==> config.mk <==
export PLATFORM = sky130hd
export DESIGN_NAME = ars_pipe_reg
export DESIGN_NICKNAME = d
export VERILOG_FILES = /design/src/rtl/ars_pipe_stage.sv /design/src/rtl/ars_pipe_reg.sv
export SDC_FILE = /design/constraint.sdc
export NUM_CORES = 1
export LEC_CHECK = 0
export CAP_MARGIN = 0
export CELL_PAD_IN_SITES_DETAIL_PLACEMENT = 0
export CELL_PAD_IN_SITES_GLOBAL_PLACEMENT = 2
export CORE_UTILIZATION = 39
export DETAILED_ROUTE_END_ITERATION = 7
export PLACE_DENSITY = 0.9
export SLEW_MARGIN = 20
export SYNTH_ARGS = -nofsm -noshare
export SYNTH_HDL_FRONTEND = slang
export SYNTH_SLANG_ARGS = --single-unit
export TNS_END_PERCENT = 50
==> constraint.sdc <==
create_clock -name clk -period 4.8 [get_ports clk]
set_clock_uncertainty 0.05 [all_clocks]
set_input_delay 1.44 -clock clk [delete_from_list [all_inputs] [get_ports clk]]
set_output_delay 1.44 -clock clk [all_outputs]
set_load 0.1 [all_outputs]
==> src/rtl/ars_pipe_stage.sv <==
// One slot of the elastic pipeline: holds a valid bit and a data word.
// Latency: one cycle from up_* to v/d when the slot is ready.
// Backpressure: ready when empty or when the downstream slot can take our word.
//
// Ports:
//   clk, r_n            clock, async active-low reset
//   flush               synchronous clear (valid always, data when CLEAR_DATA)
//   up_valid, up_data   word offered by the previous slot (or the block input)
//   dn_ready            next slot (or the block output) can take our word
//   v, d                slot contents
//   rdy                 this slot can load from upstream this cycle
module ars_pipe_stage #(
    parameter int WIDTH      = 32,
    parameter bit CLEAR_DATA = 1'b1
) (
    input  logic             clk,
    input  logic             r_n,
    input  logic             flush,
    input  logic             up_valid,
    input  logic [WIDTH-1:0] up_data,
    input  logic             dn_ready,
    output logic             v,
    output logic [WIDTH-1:0] d,
    output logic             rdy
);

    // An empty slot never blocks, so bubbles are squeezed out under stall.
    assign rdy = ~v | dn_ready;

    always_ff @(posedge clk or negedge r_n) begin
        if (!r_n) begin
            v <= 1'b0;
            d <= '0;
        end else if (flush) begin
            v <= 1'b0;
            if (CLEAR_DATA) begin
                d <= '0;
            end
        end else if (rdy) begin
            v <= up_valid;
            // A bubble moving in leaves the old data in place.
            if (up_valid) begin
                d <= up_data;
            end
        end
    end

endmodule

==> src/rtl/ars_pipe_reg.sv <==
// DEPTH-stage elastic pipeline register with bubble collapse, flush and occupancy count.
// Latency: DEPTH cycles input to output when unstalled; one word per cycle throughput.
// Backpressure: valid/ready; in_ready is combinational through the slot ready chain.
//
// Ports:
//   clk, r_n               clock, async active-low reset
//   flush                  synchronous clear of every slot and the count
//   in_valid/in_ready/in_data     upstream handshake
//   out_valid/out_ready/out_data  downstream handshake (last slot)
//   count                  number of occupied slots, 0..DEPTH
module ars_pipe_reg #(
    parameter int WIDTH      = 32,
    parameter int DEPTH      = 4,
    parameter bit CLEAR_DATA = 1'b1
) (
    input  logic                       clk,
    input  logic                       r_n,
    input  logic                       flush,
    input  logic                       in_valid,
    output logic                       in_ready,
    input  logic [WIDTH-1:0]           in_data,
    output logic                       out_valid,
    input  logic                       out_ready,
    output logic [WIDTH-1:0]           out_data,
    output logic [$clog2(DEPTH+1)-1:0] count
);

    localparam int CW = $clog2(DEPTH + 1);

    logic [DEPTH-1:0]            v;
    logic [DEPTH-1:0][WIDTH-1:0] d;
    logic                        in_xfer;
    logic                        out_xfer;

    for (genvar i = 0; i < DEPTH; i++) begin : g_stage
        logic             up_v;
        logic [WIDTH-1:0] up_d;
        logic             dn_rdy;
        logic             rdy_w;

        if (i == 0) begin : g_head
            assign up_v = in_valid;
            assign up_d = in_data;
        end else begin : g_body
            assign up_v = v[i-1];
            assign up_d = d[i-1];
        end

        // Each slot's ready lives in its own generate scope so the ready
        // chain is a plain wire cascade rather than a self-referencing vector.
        if (i == DEPTH - 1) begin : g_tail
            assign dn_rdy = out_ready;
        end else begin : g_link
            assign dn_rdy = g_stage[i+1].rdy_w;
        end

        ars_pipe_stage #(
            .WIDTH      (WIDTH),
            .CLEAR_DATA (CLEAR_DATA)
        ) u_stage (
            .clk      (clk),
            .r_n      (r_n),
            .flush    (flush),
            .up_valid (up_v),
            .up_data  (up_d),
            .dn_ready (dn_rdy),
            .v        (v[i]),
            .d        (d[i]),
            .rdy      (rdy_w)
        );
    end

    assign in_ready  = g_stage[0].rdy_w;
    assign out_valid = v[DEPTH-1];
    assign out_data  = d[DEPTH-1];

    assign in_xfer  = in_valid & in_ready;
    assign out_xfer = out_valid & out_ready;

    // Flush wins over any transfer in the same cycle; a word leaving during
    // the flush cycle has already been taken by downstream.
    always_ff @(posedge clk or negedge r_n) begin
        if (!r_n) begin
            count <= '0;
        end else if (flush) begin
            count <= '0;
        end else if (in_xfer && !out_xfer) begin
            count <= count + CW'(1);
        end else if (!in_xfer && out_xfer) begin
            count <= count - CW'(1);
        end
    end

endmodule

=== After elaboration in Yosys (flattened, before gate mapping) ===
Index checks and enable logic that the tools add are counted.

* Multiplexer cells: 23
* Eq/ne operators: 0
* $lt $le $gt $ge: 0
* Add/subtract/negate cells: 2
* Multipliers: 0
* Divide/modulo/power cells: 0
* Bitwise gates (word level): 10
* Shift operators: 0
* Reductions and logical operators: 17

{| class="wikitable"
|+ Operators by type and width
! kind !! count
|-
| two-way mux 32 bit || 12
|-
| nonzero test 2 bit || 8
|-
| two-way mux 3 bit || 3
|-
| two-way mux 1 bit || 8
|-
| AND reduction 2 bit || 4
|-
| inverter 1 bit || 4
|-
| bitwise OR 1 bit || 4
|-
| adder 3 x 1 -> 3 bit, second input constant || 1
|-
| nonzero test 3 bit || 1
|-
| subtractor 3 x 1 -> 3 bit, second input constant || 1
|-
| bitwise AND 1 bit || 2
|-
| logical AND 1 bit || 2
|-
| logical NOT 1 bit || 2
|}

* Memory bits (writable): 0
* Memories: 0
* Output and inout bits: 37
* Input port bits: 37
* Bits in read-only memories: 0
* Register bits after elaboration: 135
* Bits in latches: 0

=== Depth between registers and ports, before layout ===
Gate-level depths: netlist of run 1.

* Word-level depth: 11
* Depth in mapped cells: 8
* Depth with buffers taken out: 7

=== Cells and area by module ===
A second synthesis of run 1 with hierarchy kept.

* Cells, all modules: 625
* Area total of the unflattened synthesis: 6685.2 µm²

{| class="wikitable"
|+ By module, submodules not included
! module !! area an instance (µm²) !! seq. area each (µm²) !! instances !! cells each
|-
| ars_pipe_stage || 1609.0 || 825.8 || 4 || 150
|-
| ars_pipe_reg || 249.0 || 75.1 || 1 || 25
|}

=== Worst setup path before layout of run 1 ===
No wires, ideal clock.

* Path kind: input port to output port
* From: input out_ready
* To: output in_ready
* Path buffers: 1
* Slack: 1.038 ns
* Stages on the path: 3
* Arrival time: 2.272 ns
* Cells stage by stage: nor2b_1 buf_4 nand2_1

* Word-level cells in the longest chain between the ends: 4

{| class="wikitable"
|+ RTL lines
! what !! line !! RTL
|-
| start, declared || ars_pipe_reg.sv:23 || <nowiki>input logic out_ready,</nowiki>
|-
| bitwise OR 1 bit (4 in a row) || ars_pipe_stage.sv:28 || <nowiki>assign rdy = ~v | dn_ready;</nowiki>
|-
| end, declared || ars_pipe_reg.sv:20 || <nowiki>output logic in_ready,</nowiki>
|}

Every way passes these cells.

=== Worst setup path after layout of run 1 ===
Same ends and word-level chain as after synthesis.

==> impl_metrics.env, run 1 <==
export IMPL_status="completed"
export IMPL_ys_top_cells_by_area="dfrtp_1 67%, a22o_1 17%, nand2_1 5.0%, a21oi_1 3.8%, buf_2 1.6%"
export IMPL_worst_r2r_cell_count=7
export IMPL_power_switching_mw=0.585
export IMPL_final_antenna_net_count=0
export IMPL_leakagePower_nw=3.01
export IMPL_min_period_ns=4.00
export IMPL_synth_top_area_cell="dfrtp_1"
export IMPL_reg2reg_to="count[2]"
export IMPL_power_density_mw_per_mm2=389
export IMPL_place_congestion=0.721
export IMPL_start_util_pct=40.0
export IMPL_cts_max_level=4
export IMPL_grt_max_degree=116
export IMPL_finalInstanceArea_mm2=0.00650
export IMPL_die_h_um=116
export IMPL_clockPowerShare_pct=46.7
export IMPL_wl_per_cell_um=14.9
export IMPL_yosysSeqAreaShare_pct=66.6
export IMPL_finalPower_mw=2.53
export IMPL_cts_resized=0
export IMPL_internal_power_mw=1.95
export IMPL_use_met2_pct=27.7
export IMPL_cts_hold_buffers_added=0
export IMPL_routed_wirelength_mm=9.84
export IMPL_ys_flop_type="dfrtp_1"
export IMPL_slew_violations=0
export IMPL_num_vias=3287
export IMPL_hold_depth=1
export IMPL_slew_headroom_pct=34.3
export IMPL_critPathMaxFanout=7
export IMPL_die_area_mm2=0.0135
export IMPL_die_w_um=116
export IMPL_antenna_cells=0
export IMPL_drtIter0Drc=168
export IMPL_final_hold_viol_count=0
export IMPL_clock_latency_ns=0.41
export IMPL_setup_violations=0
export IMPL_hold_start="g_stage[0].u_stage.d[2]"
export IMPL_drive_gt1_share_pct=10.9
export IMPL_worst_r2r_setup_slack_ns=2.70
export IMPL_core_region_area_mm2=0.0127
export IMPL_use_met1_pct=20.3
export IMPL_synthCells=403
export IMPL_final_util_pct=51.3
export IMPL_async_reset_ff_share_pct=100
export IMPL_end_kind="output port"
export IMPL_row_count=41
export IMPL_peakVddDrop_uv=208
export IMPL_pwr_share_seq_pct=46.6
export IMPL_synth_edff_count=0
export IMPL_grt_pass1_vias=3292
export IMPL_cts_sinks=135
export IMPL_critPathKind="input pin to output port"
export IMPL_place_port_buffers=73
export IMPL_via_per_inst=4.99
export IMPL_netlist_area_mm2=0.00507
export IMPL_cts_buffers=17
export IMPL_drt_pass1_iterations=4
export IMPL_synth_yosys_warnings=0
export IMPL_synth_top_area_share_pct=66.6
export IMPL_root_buffer="clkbuf_16"
export IMPL_dp_hpwl_mm=6.41
export IMPL_synth_distinct_cells=30
export IMPL_cts_tree="built"
export IMPL_r2r_start="g_stage[2].u_stage.v"
export IMPL_grt_use_met3_pct=4.13
export IMPL_finalNetCount=512
export IMPL_path_clk_slew_ns=0.06
export IMPL_top_usage_layer="met2"
export IMPL_cp_required_ns=3.31
export IMPL_syn_avg_cell_area_um2=12.6
export IMPL_finalCritPeriodShare_pct=83.3
export IMPL_antenna_found_initial=0
export IMPL_post_cts_buffers=0
export IMPL_worst_slew_pin_slew_ns=0.983
export IMPL_critPathLaunchType="input pin"
export IMPL_synth_nets=441
export IMPL_drv_cap=0
export IMPL_drc=0
export IMPL_switching_share_pct=23.1
export IMPL_fillCellCount=1105
export IMPL_max_freq_ghz=0.250
export IMPL_tns_ns=0
export IMPL_grt_pass1_wl_mm=16.5
export IMPL_io_pin_count=74
export IMPL_ys_ff_latch=135
export IMPL_comb_power_share_pct=6.7
export IMPL_hold_class="register to register"
export IMPL_grt_ovfl_total=0
export IMPL_rsz0062_at_grt="false"
export IMPL_grt_use_total_pct=16.6
export IMPL_cts_buffer_depth=2
export IMPL_placed_area_mm2=0.00595
export IMPL_crit_arrival_ns=2.51
export IMPL_hold_path_end="g_stage[1].u_stage.d[2]"
export IMPL_synthToLayoutAreaGrowth_pct=28.2
-- state kept, by name, summed over array words and instances, names as in the netlist --
| name | cells |
|---|---|
| count | 3 |
| g_stage.u_stage.d | 128 |
| g_stage.u_stage.v | 4 |
-- synthesized netlist by cell type, types with 2 or more instances --
cell / count
clkbuf_1: 10
a22o_1: 96
buf_6: 3
inv_1: 3
nand2b_1: 2
a21oi_2: 2
nand2_1: 67
and3b_1: 2
buf_2: 16
dfrtp_1: 135
nor2_1: 8
nor2b_1: 2
a21oi_1: 38
buf_4: 3
-- how the worst max path moves through the flow --
stage	end	slack (ns)	startpoint	depth (start not counted)
6_report	in_ready	0.80	out_ready	5
5_1_grt	in_ready	0.75	out_ready	5
4_1_cts	in_ready	0.80	out_ready	5
3_5_place_dp	in_ready	0.82	out_ready	5
3_3_place_gp	in_ready	0.82	out_ready	5
2_1_floorplan	in_ready	1.04	out_ready	3
-- worst max-delay path: stages --
cell and delay, ns:
clkdlybuf4s50_1 0.48, nor2b_1 0.14, buf_4 0.17, nand2_1 0.10
buf_12 0.18
-- cells by family after synthesis --
logic type,count (synthesis),synth area share (%)
and+or+nand+nor,90,7.65
muxes,1,0.222
adders and majority gates,1,0.395
xor gates and xnor gates,1,0.173
DFF,135,66.6
AOI/OAI and AO/OA,140,21.3
buffers and inverters,35,3.65
-- power by group through the flow --
stage / Combinational [mW] / Clock, mW / Sequential [mW]
floorplan: 0.0714 / 0 / 1.22
global placement: 0.169 / 0 / 1.20
detailed placement: 0.173 / 0 / 1.20
CTS: 0.174 / 1.21 / 1.18
global route: 0.190 / 1.26 / 1.18
finish: 0.170 / 1.18 / 1.18
-- cell type report --
| class | instances | area, µm² | share of cell area [%] |
|---|---|---|---|
| multi-input combinational | 233 | 1520 | 23.4 |
| clock inverter | 12 | 105 | 1.62 |
| tap | 172 | 215 | 3.31 |
| inverter | 3 | 11.3 | 0.173 |
| sequential | 135 | 3380 | 52.0 |
| timing repair buffer | 84 | 822 | 12.6 |
| clock buffer | 20 | 447 | 6.87 |
-- cell usage in the layout (no fill, tap or decap), types with 3 or more instances in the layout --
cell	synthesis	layout
a21oi_1	38	37
a21oi_2	2	3
a22o_1	96	96
buf_4	3	11
clkbuf_16	0	17
clkdlybuf4s50_1	0	70
clkinv_2	0	5
clkinv_4	0	4
dfrtp_1	135	135
inv_1	3	3
nand2_1	67	67
nor2_1	8	7
-- per-layer routing --
metal,part of all wire [%],vias to the layer above
li1,-,1598
met1,45,1610
met2,49,65
met3,3.5,14
met4,1.9,0
met5,0,-
-- stage by stage --
step	instances	setup WS [ns]	hold WS [ns]
final	659	0.801	0.429
after global routing	659	0.754	0.453
after CTS	659	0.800	0.438
after detailed placement	627	0.815	0.425
after global placement	627	0.815	0.423
after floorplan	403	1.04	0.416
No activity file was read; power rests on OpenSTA's default activity.
==> inputs of run 2 (changes only) <==
Settings changed: CORE_UTILIZATION 39 to 33, PLACE_DENSITY 0.9 to 0.81.
Clock period 4.8 ns to 3.6 ns, I/O delays scaled along.
==> impl_metrics.env, run 2 (synthesized netlist as in run 1, its figures left out) <==
export IMPL_fin_ws_ns=0.455
export IMPL_die_area_mm2=0.0159
export IMPL_via_per_inst=4.89
export IMPL_core_region_area_mm2=0.0148
export IMPL_layout_commonest_cell="dfrtp_1"
export IMPL_dp_slack_ns=0.322
export IMPL_cts_hold_buffers_added=0
export IMPL_grt_max_degree=79
export IMPL_crit_slowest_cell="clkdlybuf4s50_1"
export IMPL_worst_slew_pin_slew_ns=0.716
export IMPL_worst_r2r_cell_count=7
export IMPL_place_congestion=0.735
export IMPL_wl_per_cell_um=15.5
export IMPL_routed_wirelength_mm=10.4
export IMPL_root_buffer="clkbuf_16"
export IMPL_status="completed"
export IMPL_path_clk_slew_ns=0.06
export IMPL_die_w_um=126
export IMPL_tns_ns=0
export IMPL_worst_r2r_setup_slack_ns=1.49
export IMPL_drive_gt1_share_pct=19.2
export IMPL_critPathLaunchType="input pin"
export IMPL_start_util_pct=34.4
export IMPL_cts_buffer_depth=2
export IMPL_cts_buffers=17
export IMPL_cts_sinks=135
export IMPL_worst_path_stages=4
export IMPL_row_count=44
export IMPL_synthToLayoutAreaGrowth_pct=29.5
export IMPL_power_density_mw_per_mm2=551
export IMPL_largest_reg_flops=128
export IMPL_drv_cap=0
export IMPL_slew_violations=0
export IMPL_clockPowerShare_pct=50.1
export IMPL_grt_ovfl_total=0
export IMPL_io_pin_count=74
export IMPL_critPathMaxFanout=5
export IMPL_internal_power_mw=2.83
export IMPL_worstSetupEndpoint="in_ready"
export IMPL_cts_resized=0
export IMPL_post_cts_buffers=0
export IMPL_grt_use_total_pct=14.5
export IMPL_final_hold_viol_count=0
export IMPL_reg2reg_to="count[2]"
export IMPL_drtIter0Drc=167
export IMPL_finalPower_mw=3.62
export IMPL_startpoint="out_ready"
export IMPL_setup_violations=0
export IMPL_min_period_ns=3.14
export IMPL_antenna_cells=0
export IMPL_drt_pass1_iterations=4
export IMPL_grt_pass1_vias=3397
export IMPL_peakVddDrop_uv=314
export IMPL_grt_pass1_wl_mm=17.5
export IMPL_die_h_um=126
export IMPL_cts_max_level=4
export IMPL_drc=0
export IMPL_place_port_buffers=73
export IMPL_cts_tree="built"
export IMPL_hold_class="register to register"
export IMPL_end_kind="output port"
export IMPL_max_freq_ghz=0.318
export IMPL_top_register="g_stage.u_stage.d"
export IMPL_finalNetCount=514
export IMPL_leakagePower_nw=3.14
export IMPL_rsz0062_at_grt="false"
export IMPL_power_switching_mw=0.795
export IMPL_cp_top_family="buffers and inverters"
export IMPL_final_antenna_net_count=0
export IMPL_clock_latency_ns=0.41
export IMPL_num_vias=3291
export IMPL_mostFrequentLayoutCells="135 x dfrtp_1, 96 x a22o_1, 67 x nand2_1"
export IMPL_crit_buf_inv=2
export IMPL_finalCritPeriodShare_pct=87.4
export IMPL_comb_power_share_pct=6.4
export IMPL_dp_hpwl_mm=7.20
export IMPL_r2r_start="g_stage[2].u_stage.v"
export IMPL_cp_required_ns=2.47
export IMPL_critPathKind="input pin to output port"
export IMPL_pwr_share_seq_pct=43.5
export IMPL_antenna_found_initial=0
export IMPL_fillCellCount=1392
export IMPL_slew_headroom_pct=52.3
export IMPL_max_stage_delay_ns=0.46
export IMPL_reg_top3="g_stage.u_stage.d: 128 flops, g_stage.u_stage.v: 4 flops, count: 3 flops"
export IMPL_worstPathCellList="clkdlybuf4s50_1, nor2b_1, nand2_1, buf_12"
export IMPL_switching_share_pct=22.0
export IMPL_crit_arrival_ns=2.01
-- run 2: cell types whose count changed in the layout (fill, tap and decap cells not counted), sizes merged --
cell,previous run,this run
clkinv,9,7
bufinv,1,4
buf,13,52
clkbuf,21,19
clkdlybuf4s50,70,34
-- run 2: layout make-up --
cell class / instances / area (µm²) / share of cell area [%]
clock buffers: 19 / 453 / 6.90
clock inverters: 13 / 178 / 2.71
inverters: 3 / 11.3 / 0.171
multi-input cells: 233 / 1550 / 23.6
flip-flops and latches: 135 / 3380 / 51.4
well taps: 184 / 230 / 3.51
repair buffers: 86 / 769 / 11.7
-- run 2: power by group through the flow --
stage | Clock (mW) | Combinational (mW) | Sequential [mW]
after floorplan | 0 | 0.0952 | 1.63
after global placement | 0 | 0.232 | 1.60
after detailed placement | 0 | 0.237 | 1.60
after CTS | 1.85 | 0.238 | 1.57
after global routing | 1.93 | 0.257 | 1.58
final | 1.81 | 0.232 | 1.57
-- run 2: metrics by stage --
stage,hold WS [ns],util [%],instance area [µm²],cells
3_5_place_dp,0.423,40.2,5940,641
2_1_floorplan,0.416,-,5070,403
3_3_place_gp,0.425,40.2,5940,641
5_1_grt,0.456,44.5,6570,673
4_1_cts,0.437,44.5,6570,673
6_report,0.437,44.5,6570,673
-- run 2: metal layers --
| layer | share of wire (%) | up-vias | global-route usage, % |
|---|---|---|---|
| met3 | 3.3 | 14 | 4.33 |
| met4 | 1.8 | 0 | 6.17 |
| met1 | 46 | 1618 | 18.1 |
| met5 | 0 | - | 0 |
| li1 | - | 1599 | - |
| met2 | 49 | 60 | 23.5 |
-- run 2: how the worst min path moves through the flow --
stage	from	endpoint	slack [ns]	depth (start not counted)
6_report	g_stage[0].u_stage.d[31]	g_stage[1].u_stage.d[31]	0.44	1
5_1_grt	g_stage[0].u_stage.d[2]	g_stage[1].u_stage.d[2]	0.46	1
4_1_cts	g_stage[0].u_stage.d[31]	g_stage[1].u_stage.d[31]	0.44	1
3_5_place_dp	g_stage[0].u_stage.d[3]	g_stage[1].u_stage.d[3]	0.42	1
3_3_place_gp	g_stage[0].u_stage.d[4]	g_stage[1].u_stage.d[4]	0.42	1
2_1_floorplan	g_stage[0].u_stage.d[10]	g_stage[1].u_stage.d[10]	0.42	1
